### config.mk
export PLATFORM = sky130hd
export DESIGN_NAME = decode_stage
export DESIGN_NICKNAME = d
export VERILOG_FILES = /design/src/rtl/decode_pkg.sv /design/src/rtl/decode_stage_comb.sv /design/src/rtl/decode_stage.sv
export SDC_FILE = /design/constraint.sdc
export NUM_CORES = 1
export LEC_CHECK = 0
export CAP_MARGIN = 20
export CORE_MARGIN = 2
export CORE_UTILIZATION = 36
export CTS_BUF_LIST = sky130_fd_sc_hd__clkbuf_16
export DETAILED_ROUTE_END_ITERATION = 8
export GPL_TIMING_DRIVEN = 0
export PLACE_DENSITY = 0.64
export SYNTH_ARGS = -nofsm -noshare
export SYNTH_HDL_FRONTEND = slang
export SYNTH_SLANG_ARGS = --single-unit
### constraint.sdc
create_clock -name clk -period 2.1 [get_ports clk]
set_input_delay 0.315 -clock clk [delete_from_list [all_inputs] [get_ports clk]]
set_output_delay 0.315 -clock clk [all_outputs]
set_load 0.05 [all_outputs]
### src/rtl/decode_pkg.sv
// Shared RV32I[M] decode definitions: opcodes, ALU codes, rd_sel codes and the
// decoded control bundle carried between fetch and execute.
package decode_pkg;

  localparam logic [6:0] OPC_LUI    = 7'b0110111;
  localparam logic [6:0] OPC_AUIPC  = 7'b0010111;
  localparam logic [6:0] OPC_JAL    = 7'b1101111;
  localparam logic [6:0] OPC_JALR   = 7'b1100111;
  localparam logic [6:0] OPC_BRANCH = 7'b1100011;
  localparam logic [6:0] OPC_LOAD   = 7'b0000011;
  localparam logic [6:0] OPC_STORE  = 7'b0100011;
  localparam logic [6:0] OPC_OP_IMM = 7'b0010011;
  localparam logic [6:0] OPC_OP     = 7'b0110011;

  localparam logic [6:0] F7_BASE   = 7'b0000000;
  localparam logic [6:0] F7_ALT    = 7'b0100000;
  localparam logic [6:0] F7_MULDIV = 7'b0000001;

  localparam logic [4:0] ALU_ADD  = 5'b00000;
  localparam logic [4:0] ALU_SUB  = 5'b00001;
  localparam logic [4:0] ALU_SLL  = 5'b00010;
  localparam logic [4:0] ALU_SLT  = 5'b00011;
  localparam logic [4:0] ALU_SLTU = 5'b00100;
  localparam logic [4:0] ALU_XOR  = 5'b00101;
  localparam logic [4:0] ALU_SRL  = 5'b00110;
  localparam logic [4:0] ALU_SRA  = 5'b00111;
  localparam logic [4:0] ALU_OR   = 5'b01000;
  localparam logic [4:0] ALU_AND  = 5'b01001;
  localparam logic [1:0] ALU_M_PREFIX = 2'b10;

  typedef enum logic [1:0] {
    RD_ALU = 2'b00,
    RD_MEM = 2'b01,
    RD_PC4 = 2'b10,
    RD_IMM = 2'b11
  } rd_sel_e;

  typedef struct packed {
    logic [4:0]  rs1;
    logic [4:0]  rs2;
    logic [4:0]  rd;
    logic [31:0] imm;
    logic [4:0]  alu_ctrl;
    logic        operand_a;
    logic        operand_b;
    logic        reg_write;
    logic        mem_read;
    logic        mem_write;
    logic        branch;
    logic        jal;
    logic        jalr;
    logic        lui;
    logic        auipc;
    logic [2:0]  mem_size;
    rd_sel_e     rd_sel;
    logic        illegal;
  } bundle_t;

  // alt selects the funct7=0100000 variant, which only exists for add/srl
  function automatic logic [4:0] alu_base(input logic [2:0] funct3, input logic alt);
    case (funct3)
      3'b000:  return alt ? ALU_SUB : ALU_ADD;
      3'b001:  return ALU_SLL;
      3'b010:  return ALU_SLT;
      3'b011:  return ALU_SLTU;
      3'b100:  return ALU_XOR;
      3'b101:  return alt ? ALU_SRA : ALU_SRL;
      3'b110:  return ALU_OR;
      default: return ALU_AND;
    endcase
  endfunction

endpackage

### src/rtl/decode_stage_comb.sv
// Purely combinational RV32I[M] decoder: raw instruction word in, control bundle out.
module decode_comb
  import decode_pkg::*;
#(
  parameter int ENABLE_M = 0
) (
  input  logic [31:0] instr,
  output bundle_t     bundle
);

  logic signed [31:0] instr_s;
  logic signed [31:0] imm_i;
  logic        [31:0] imm_s, imm_b, imm_u, imm_j;
  logic        [6:0]  opcode, funct7;
  logic        [2:0]  funct3;
  logic               legal;

  assign opcode = instr[6:0];
  assign funct3 = instr[14:12];
  assign funct7 = instr[31:25];

  // Arithmetic shift yields the sign-extended I immediate; other formats reuse its sign bits
  assign instr_s = instr;
  assign imm_i   = instr_s >>> 20;
  assign imm_s   = {imm_i[31:5], instr[11:7]};
  assign imm_b   = {imm_i[31:12], instr[7], instr[30:25], instr[11:8], 1'b0};
  assign imm_u   = {instr[31:12], 12'b0};
  assign imm_j   = {imm_i[31:20], instr[19:12], instr[20], instr[30:21], 1'b0};

  always_comb begin
    bundle     = '0;
    bundle.rs1 = instr[19:15];
    bundle.rs2 = instr[24:20];
    bundle.rd  = instr[11:7];
    legal      = 1'b1;
    case (opcode)
      OPC_LUI: begin
        bundle.imm       = imm_u;
        bundle.reg_write = 1'b1;
        bundle.lui       = 1'b1;
        bundle.rd_sel    = RD_IMM;
      end
      OPC_AUIPC: begin
        bundle.imm       = imm_u;
        bundle.operand_a = 1'b1;
        bundle.operand_b = 1'b1;
        bundle.reg_write = 1'b1;
        bundle.auipc     = 1'b1;
      end
      OPC_JAL: begin
        bundle.imm       = imm_j;
        bundle.operand_a = 1'b1;
        bundle.operand_b = 1'b1;
        bundle.reg_write = 1'b1;
        bundle.jal       = 1'b1;
        bundle.rd_sel    = RD_PC4;
      end
      OPC_JALR: begin
        bundle.imm       = imm_i;
        bundle.operand_b = 1'b1;
        bundle.reg_write = 1'b1;
        bundle.jalr      = 1'b1;
        bundle.rd_sel    = RD_PC4;
        legal            = (funct3 == 3'b000);
      end
      OPC_BRANCH: begin
        bundle.imm       = imm_b;
        bundle.operand_a = 1'b1;
        bundle.operand_b = 1'b1;
        bundle.branch    = 1'b1;
        legal            = (funct3[2:1] != 2'b01);
      end
      OPC_LOAD: begin
        bundle.imm       = imm_i;
        bundle.operand_b = 1'b1;
        bundle.reg_write = 1'b1;
        bundle.mem_read  = 1'b1;
        bundle.mem_size  = funct3;
        bundle.rd_sel    = RD_MEM;
        legal            = (funct3 != 3'b011) && (funct3[2:1] != 2'b11);
      end
      OPC_STORE: begin
        bundle.imm       = imm_s;
        bundle.operand_b = 1'b1;
        bundle.mem_write = 1'b1;
        bundle.mem_size  = funct3;
        legal            = (funct3[2] == 1'b0) && (funct3 != 3'b011);
      end
      OPC_OP_IMM: begin
        bundle.imm       = imm_i;
        bundle.operand_b = 1'b1;
        bundle.reg_write = 1'b1;
        bundle.alu_ctrl  = alu_base(funct3, (funct3 == 3'b101) && (funct7 == F7_ALT));
        // Only the shift forms constrain imm[11:5]
        if (funct3 == 3'b001)
          legal = (funct7 == F7_BASE);
        else if (funct3 == 3'b101)
          legal = (funct7 == F7_BASE) || (funct7 == F7_ALT);
      end
      OPC_OP: begin
        bundle.reg_write = 1'b1;
        if (funct7 == F7_BASE)
          bundle.alu_ctrl = alu_base(funct3, 1'b0);
        else if ((funct7 == F7_ALT) && ((funct3 == 3'b000) || (funct3 == 3'b101)))
          bundle.alu_ctrl = alu_base(funct3, 1'b1);
        else if ((funct7 == F7_MULDIV) && (ENABLE_M != 0))
          bundle.alu_ctrl = {ALU_M_PREFIX, funct3};
        else
          legal = 1'b0;
      end
      default: legal = 1'b0;
    endcase
    // Illegal encodings still flow but must not cause any architectural side effect
    if (!legal) begin
      bundle.reg_write = 1'b0;
      bundle.mem_read  = 1'b0;
      bundle.mem_write = 1'b0;
      bundle.branch    = 1'b0;
      bundle.jal       = 1'b0;
      bundle.jalr      = 1'b0;
      bundle.alu_ctrl  = ALU_ADD;
    end
    bundle.illegal = ~legal;
  end

endmodule

### src/rtl/decode_stage.sv
// Registered decode stage: output register plus one skid entry behind a
// valid/ready handshake, with flush and asynchronous reset.
module decode_stage
  import decode_pkg::*;
#(
  parameter int XLEN     = 32,
  parameter int ENABLE_M = 0
) (
  input  logic            clk,
  input  logic            rst_n,
  input  logic            in_valid,
  output logic            in_ready,
  input  logic [31:0]     in_instr,
  input  logic [XLEN-1:0] in_pc,
  input  logic            flush,
  output logic            out_valid,
  input  logic            out_ready,
  output logic [XLEN-1:0] out_pc,
  output logic [4:0]      out_rs1,
  output logic [4:0]      out_rs2,
  output logic [4:0]      out_rd,
  output logic [31:0]     out_imm,
  output logic [4:0]      out_alu_ctrl,
  output logic            out_operand_a,
  output logic            out_operand_b,
  output logic            out_reg_write,
  output logic            out_mem_read,
  output logic            out_mem_write,
  output logic            out_branch,
  output logic            out_jal,
  output logic            out_jalr,
  output logic            out_lui,
  output logic            out_auipc,
  output logic [2:0]      out_mem_size,
  output logic [1:0]      out_rd_sel,
  output logic            out_illegal
);

  bundle_t         dec_p0;
  bundle_t         out_p1, skid_p1;
  logic [XLEN-1:0] out_pc_p1, skid_pc_p1;
  logic            vld_p1, skid_vld_p1;
  logic            accept, load_out;

  decode_comb #(.ENABLE_M(ENABLE_M)) u_decode_comb (
    .instr  (in_instr),
    .bundle (dec_p0)
  );

  assign in_ready = ~skid_vld_p1;
  assign accept   = in_valid & ~skid_vld_p1;
  assign load_out = ~vld_p1 | out_ready;

  // p0 -> p1: decoded bundle lands in the output register, or parks in skid while output is held
  always_ff @(posedge clk or negedge rst_n) begin
    if (!rst_n) begin
      vld_p1      <= 1'b0;
      skid_vld_p1 <= 1'b0;
      out_p1      <= '0;
      skid_p1     <= '0;
      out_pc_p1   <= '0;
      skid_pc_p1  <= '0;
    end else if (flush) begin
      vld_p1      <= 1'b0;
      skid_vld_p1 <= 1'b0;
    end else if (load_out) begin
      if (skid_vld_p1) begin
        out_p1      <= skid_p1;
        out_pc_p1   <= skid_pc_p1;
        vld_p1      <= 1'b1;
        skid_vld_p1 <= 1'b0;
      end else begin
        vld_p1 <= accept;
        if (accept) begin
          out_p1    <= dec_p0;
          out_pc_p1 <= in_pc;
        end
      end
    end else if (accept) begin
      skid_p1     <= dec_p0;
      skid_pc_p1  <= in_pc;
      skid_vld_p1 <= 1'b1;
    end
  end

  assign out_valid     = vld_p1;
  assign out_pc        = out_pc_p1;
  assign out_rs1       = out_p1.rs1;
  assign out_rs2       = out_p1.rs2;
  assign out_rd        = out_p1.rd;
  assign out_imm       = out_p1.imm;
  assign out_alu_ctrl  = out_p1.alu_ctrl;
  assign out_operand_a = out_p1.operand_a;
  assign out_operand_b = out_p1.operand_b;
  assign out_reg_write = out_p1.reg_write;
  assign out_mem_read  = out_p1.mem_read;
  assign out_mem_write = out_p1.mem_write;
  assign out_branch    = out_p1.branch;
  assign out_jal       = out_p1.jal;
  assign out_jalr      = out_p1.jalr;
  assign out_lui       = out_p1.lui;
  assign out_auipc     = out_p1.auipc;
  assign out_mem_size  = out_p1.mem_size;
  assign out_rd_sel    = out_p1.rd_sel;
  assign out_illegal   = out_p1.illegal;

endmodule

==> flow_summary_export.csv <==
group,metric,value,unit
critical_path,cpMostUsedCell,"nor4_4",
sta,setup-violations-final,0,
critical_path,critPathMaxFanout,10,
sta,worst_pin_slew,0.734,ns
synth,synth_top_cell_by_area,"dfrtp_1",
critical_path,crit_buf_inv,3,
critical_path,worstSetupStartpointType,"primary input",
pwr,vdd_drop_max,459,µV
cts,cts_tree,"done",
sta,hold_viol_final,0,
floorplan,dieArea,0.0267,mm²
critical_path,cp-end-kind,"flop",
cts,clock_path_buffers,2,
finish,drive_gt1_frac,0.0978,
placement,gp_congestion,0.905,
finish,fin_util,0.483,
critical_path,critical_path.cell_chain,"clkdlybuf4s50_1, clkbuf_4, and4bb_2, nand3b_1, nor4_4, nor4_4, buf_12, a221o_1",
drt,drc,0,
critical_path,cpMaxStageDelayCell,"clkdlybuf4s50_1",
floorplan,chipHeight,163,µm
drt,vias,8039,
synth,ys_seq_area_frac,0.547,
critical_path,slowest_delay,0.44,ns
drt,wl_per_cell,18.6,µm
cts,cts_buffers,17,
drt,vias_per_cell,5.23,
floorplan,fp-row-count,58,
synth,netlist_instances,1005,
finish,area_growth,32.2,%
finish,stdcell_count,1537,
pwr,share_seq_of_total_power,0.450,
pwr,power.share.combinational,0.228,
cts,clockRootBuffer,"clkbuf_16",
synth,synth_ff_type,"dfrtp_1",
floorplan,die_x,163,µm
drt,drt_iter0_markers,728,
pwr,fin_total_pwr,10.1,mW
sta,slew_headroom,0.511,
floorplan,start_util,0.365,
finish,design_area,0.0121,mm²
hold_path,holdPathEnd,"skid_p1[31]",
sta,finalClockSkew,0.00824,ns
sta,period_share,0.968,
synth,synth_common_cells,"302 x nand2_1, 200 x dfrtp_1, 140 x o21ai_0, 60 x clkbuf_1, 54 x a21oi_1",
critical_path,crit_cells,8,
critical_path,crit_type,"primary input to flop",
critical_path,reg2reg_depth,7,
synth,synth.area.top_cells,"dfrtp_1 55%, nand2_1 12%, o21ai_0 7.7%",
synth,synth_top_area_frac,0.547,
synth,synth.distinct_cells,55,
critical_path,cp.required,2.42,ns
global_routing,grtUsageMet1,0.304,
pwr,p_int,6.83,mW
hold_path,hold_path.class,"primary input to flop",
synth,synth-seq-cells,200,
finish,antenna_cells,0,
sta,rsz0062_at_grt,"no",
synth,yosysWarnings,0,
run_status,status,"finished, final reports clean",
placement,dp_cells,1504,
global_routing,busiest_layer,"met2",
drt,finalWirelength,28600,µm
critical_path,cpLargestDelayFamily,"simple AND/OR/NAND/NOR gates",
pwr,swShare,0.324,
placement,dpl-instance-area,0.0113,mm²
hold_path,min_path_cells,3,
global_routing,first_global_vias,7879,
global_routing,grt_overflow,0,
sta,fin_crit,2.03,ns
global_routing,met3_usage,0.0371,
pwr,p_leak,5.26,nW
synth,syn_avg_cell_area,9.10,µm²
drt,antenna_left,0,
placement,dpl.hpwl,20600,µm
critical_path,crit_arrival,2.35,ns
floorplan,ios,171,
global_routing,grt_start_max_net_pins,121,
cts,clock_latency,0.43,ns
synth,async_flop_share,1.00,
sta,slew_violations,0,
pwr,powerDensity,836,mW/mm²
hold_path,min_from,"in_instr[30]",
synth,synth_edf_count,0,
critical_path,critPathLaunch,"in_instr[3]",
cts,cts.sink_count,200,
synth,syn_nets,1074,
finish,final_nets,1264,
global_routing,grtUsageMet2,0.346,
critical_path,r2r-end,"skid_pc_p1[24]",
global_routing,grt_antenna_before_repair,0,
sta,fmax,0.492,GHz
synth,synth.most_common_cell,"nand2_1",
synth,netlist_area,0.00914,mm²
pwr,p_clk_frac,0.323,
placement,numPortBuffers,167,
cts,clk_pin_slew,0.07,ns
pwr,p_sw,3.28,mW
cts,htree_levels,4,
global_routing,grt_usage,0.217,
job,drv_cap,0,
critical_path,worstReg2RegStart,"skid_vld_p1",
floorplan,coreArea,0.0250,mm²
global_routing,grt_pass1_wl,44200,µm
drt,dr.pass1.iters,5,
sta,finalSetupTns,0,ns
critical_path,regToRegSetupSlack,0.14,ns
[state kept, by name (all words and copies together) (netlist names), 4 cells and up]
| signal | count |
|---|---|
| skid_p1 | 67 |
| out_pc | 32 |
| out_rs1 | 5 |
| out_rd | 5 |
| out_alu_ctrl | 4 |
| out_imm | 32 |
| skid_pc_p1 | 32 |
| out_rs2 | 5 |
[metal layers]
metal / vias to the layer above / routed length, µm
li1: 3817 / -
met1: 3923 / 13200
met2: 256 / 13200
met3: 43 / 1600
met4: 0 / 581
met5: - / 0
[what timing repair did]
action / 4_1_cts / 5_1_grt
hold buffers: 1 / 0
setup endpoints to repair: 164 / 144
pin swaps: 2 / 6
setup buffers: 1 / 3
gates resized for setup: 41 / 52
hold endpoints to repair: 80 / 0
[power groups by stage]
| stage | Clock [mW] | Combinational, mW | Sequential (mW) |
|---|---|---|---|
| global route | 3.48 | 2.47 | 4.61 |
| global placement | 0 | 2.25 | 4.62 |
| CTS | 3.33 | 2.30 | 4.55 |
| floorplan | 0 | 0.584 | 5.35 |
| detailed placement | 0 | 2.28 | 4.63 |
| finish | 3.26 | 2.30 | 4.55 |
[cells by family (layout without fill, tap and decap cells)]
group,after synthesis,count (layout),share of synthesized area
AO/OA/AOI/OAI,261,261,0.166
XOR/XNOR,2,2,0.00192
buffers and inverters,86,288,0.0386
flip-flops,200,200,0.547
multiplexers,54,54,0.0599
other,1,1,0.000410
AND/OR/NAND/NOR,401,401,0.186
[worst min-delay path: stages]
cell and delay (ns):
buf_2 0.18, nand3_1 0.09, nand2_1 0.05
[layout make-up]
type	count	area, µm²
buffer	76	369
clock buffer	17	425
clock inverter	14	150
fill	2376	12900
inverter	7	26.3
multi-input combinational	719	3930
sequential	200	5000
tap	330	413
timing repair buffer	174	1770
[cells in the final DEF (no fill, tap or decap), drive strengths merged, types with 5 or more instances in the layout]
cell | netlist | final
nand2 | 302 | 302
dfrtp | 200 | 200
clkdlybuf4s50 | 0 | 159
o21ai | 142 | 142
clkbuf | 60 | 76
a21oi | 55 | 55
mux2i | 48 | 48
buf | 19 | 25
nor2 | 24 | 24
nand3 | 21 | 21
a211oi | 21 | 21
and3 | 12 | 12
inv | 7 | 10
nor3 | 9 | 9
o211ai | 7 | 7
o21a | 6 | 6
mux2 | 6 | 6
o31ai | 6 | 6
a22oi | 5 | 5
nor4 | 5 | 5
clkinv | 0 | 5
[worst max-delay path by stage]
stage / endpoint / slack [ns]
after floorplan: out_imm[1] / 0.1
after global placement: out_imm[31] / -7.90
after detailed placement: out_rs1[4] / -0.78
after CTS: out_pc[23] / 0.001
after global routing: skid_p1[17] / 0.002
final: out_illegal / 0.07
[metrics by stage]
stage          hold WS (ns)  setup slack, ns
2_1_floorplan        0.0194           0.0964
3_3_place_gp          0.449            -7.90
3_5_place_dp          0.360           -0.782
4_1_cts               0.231          0.00129
5_1_grt               0.258          0.00245
6_report              0.243           0.0682
(Power assumes the default switching activity.)
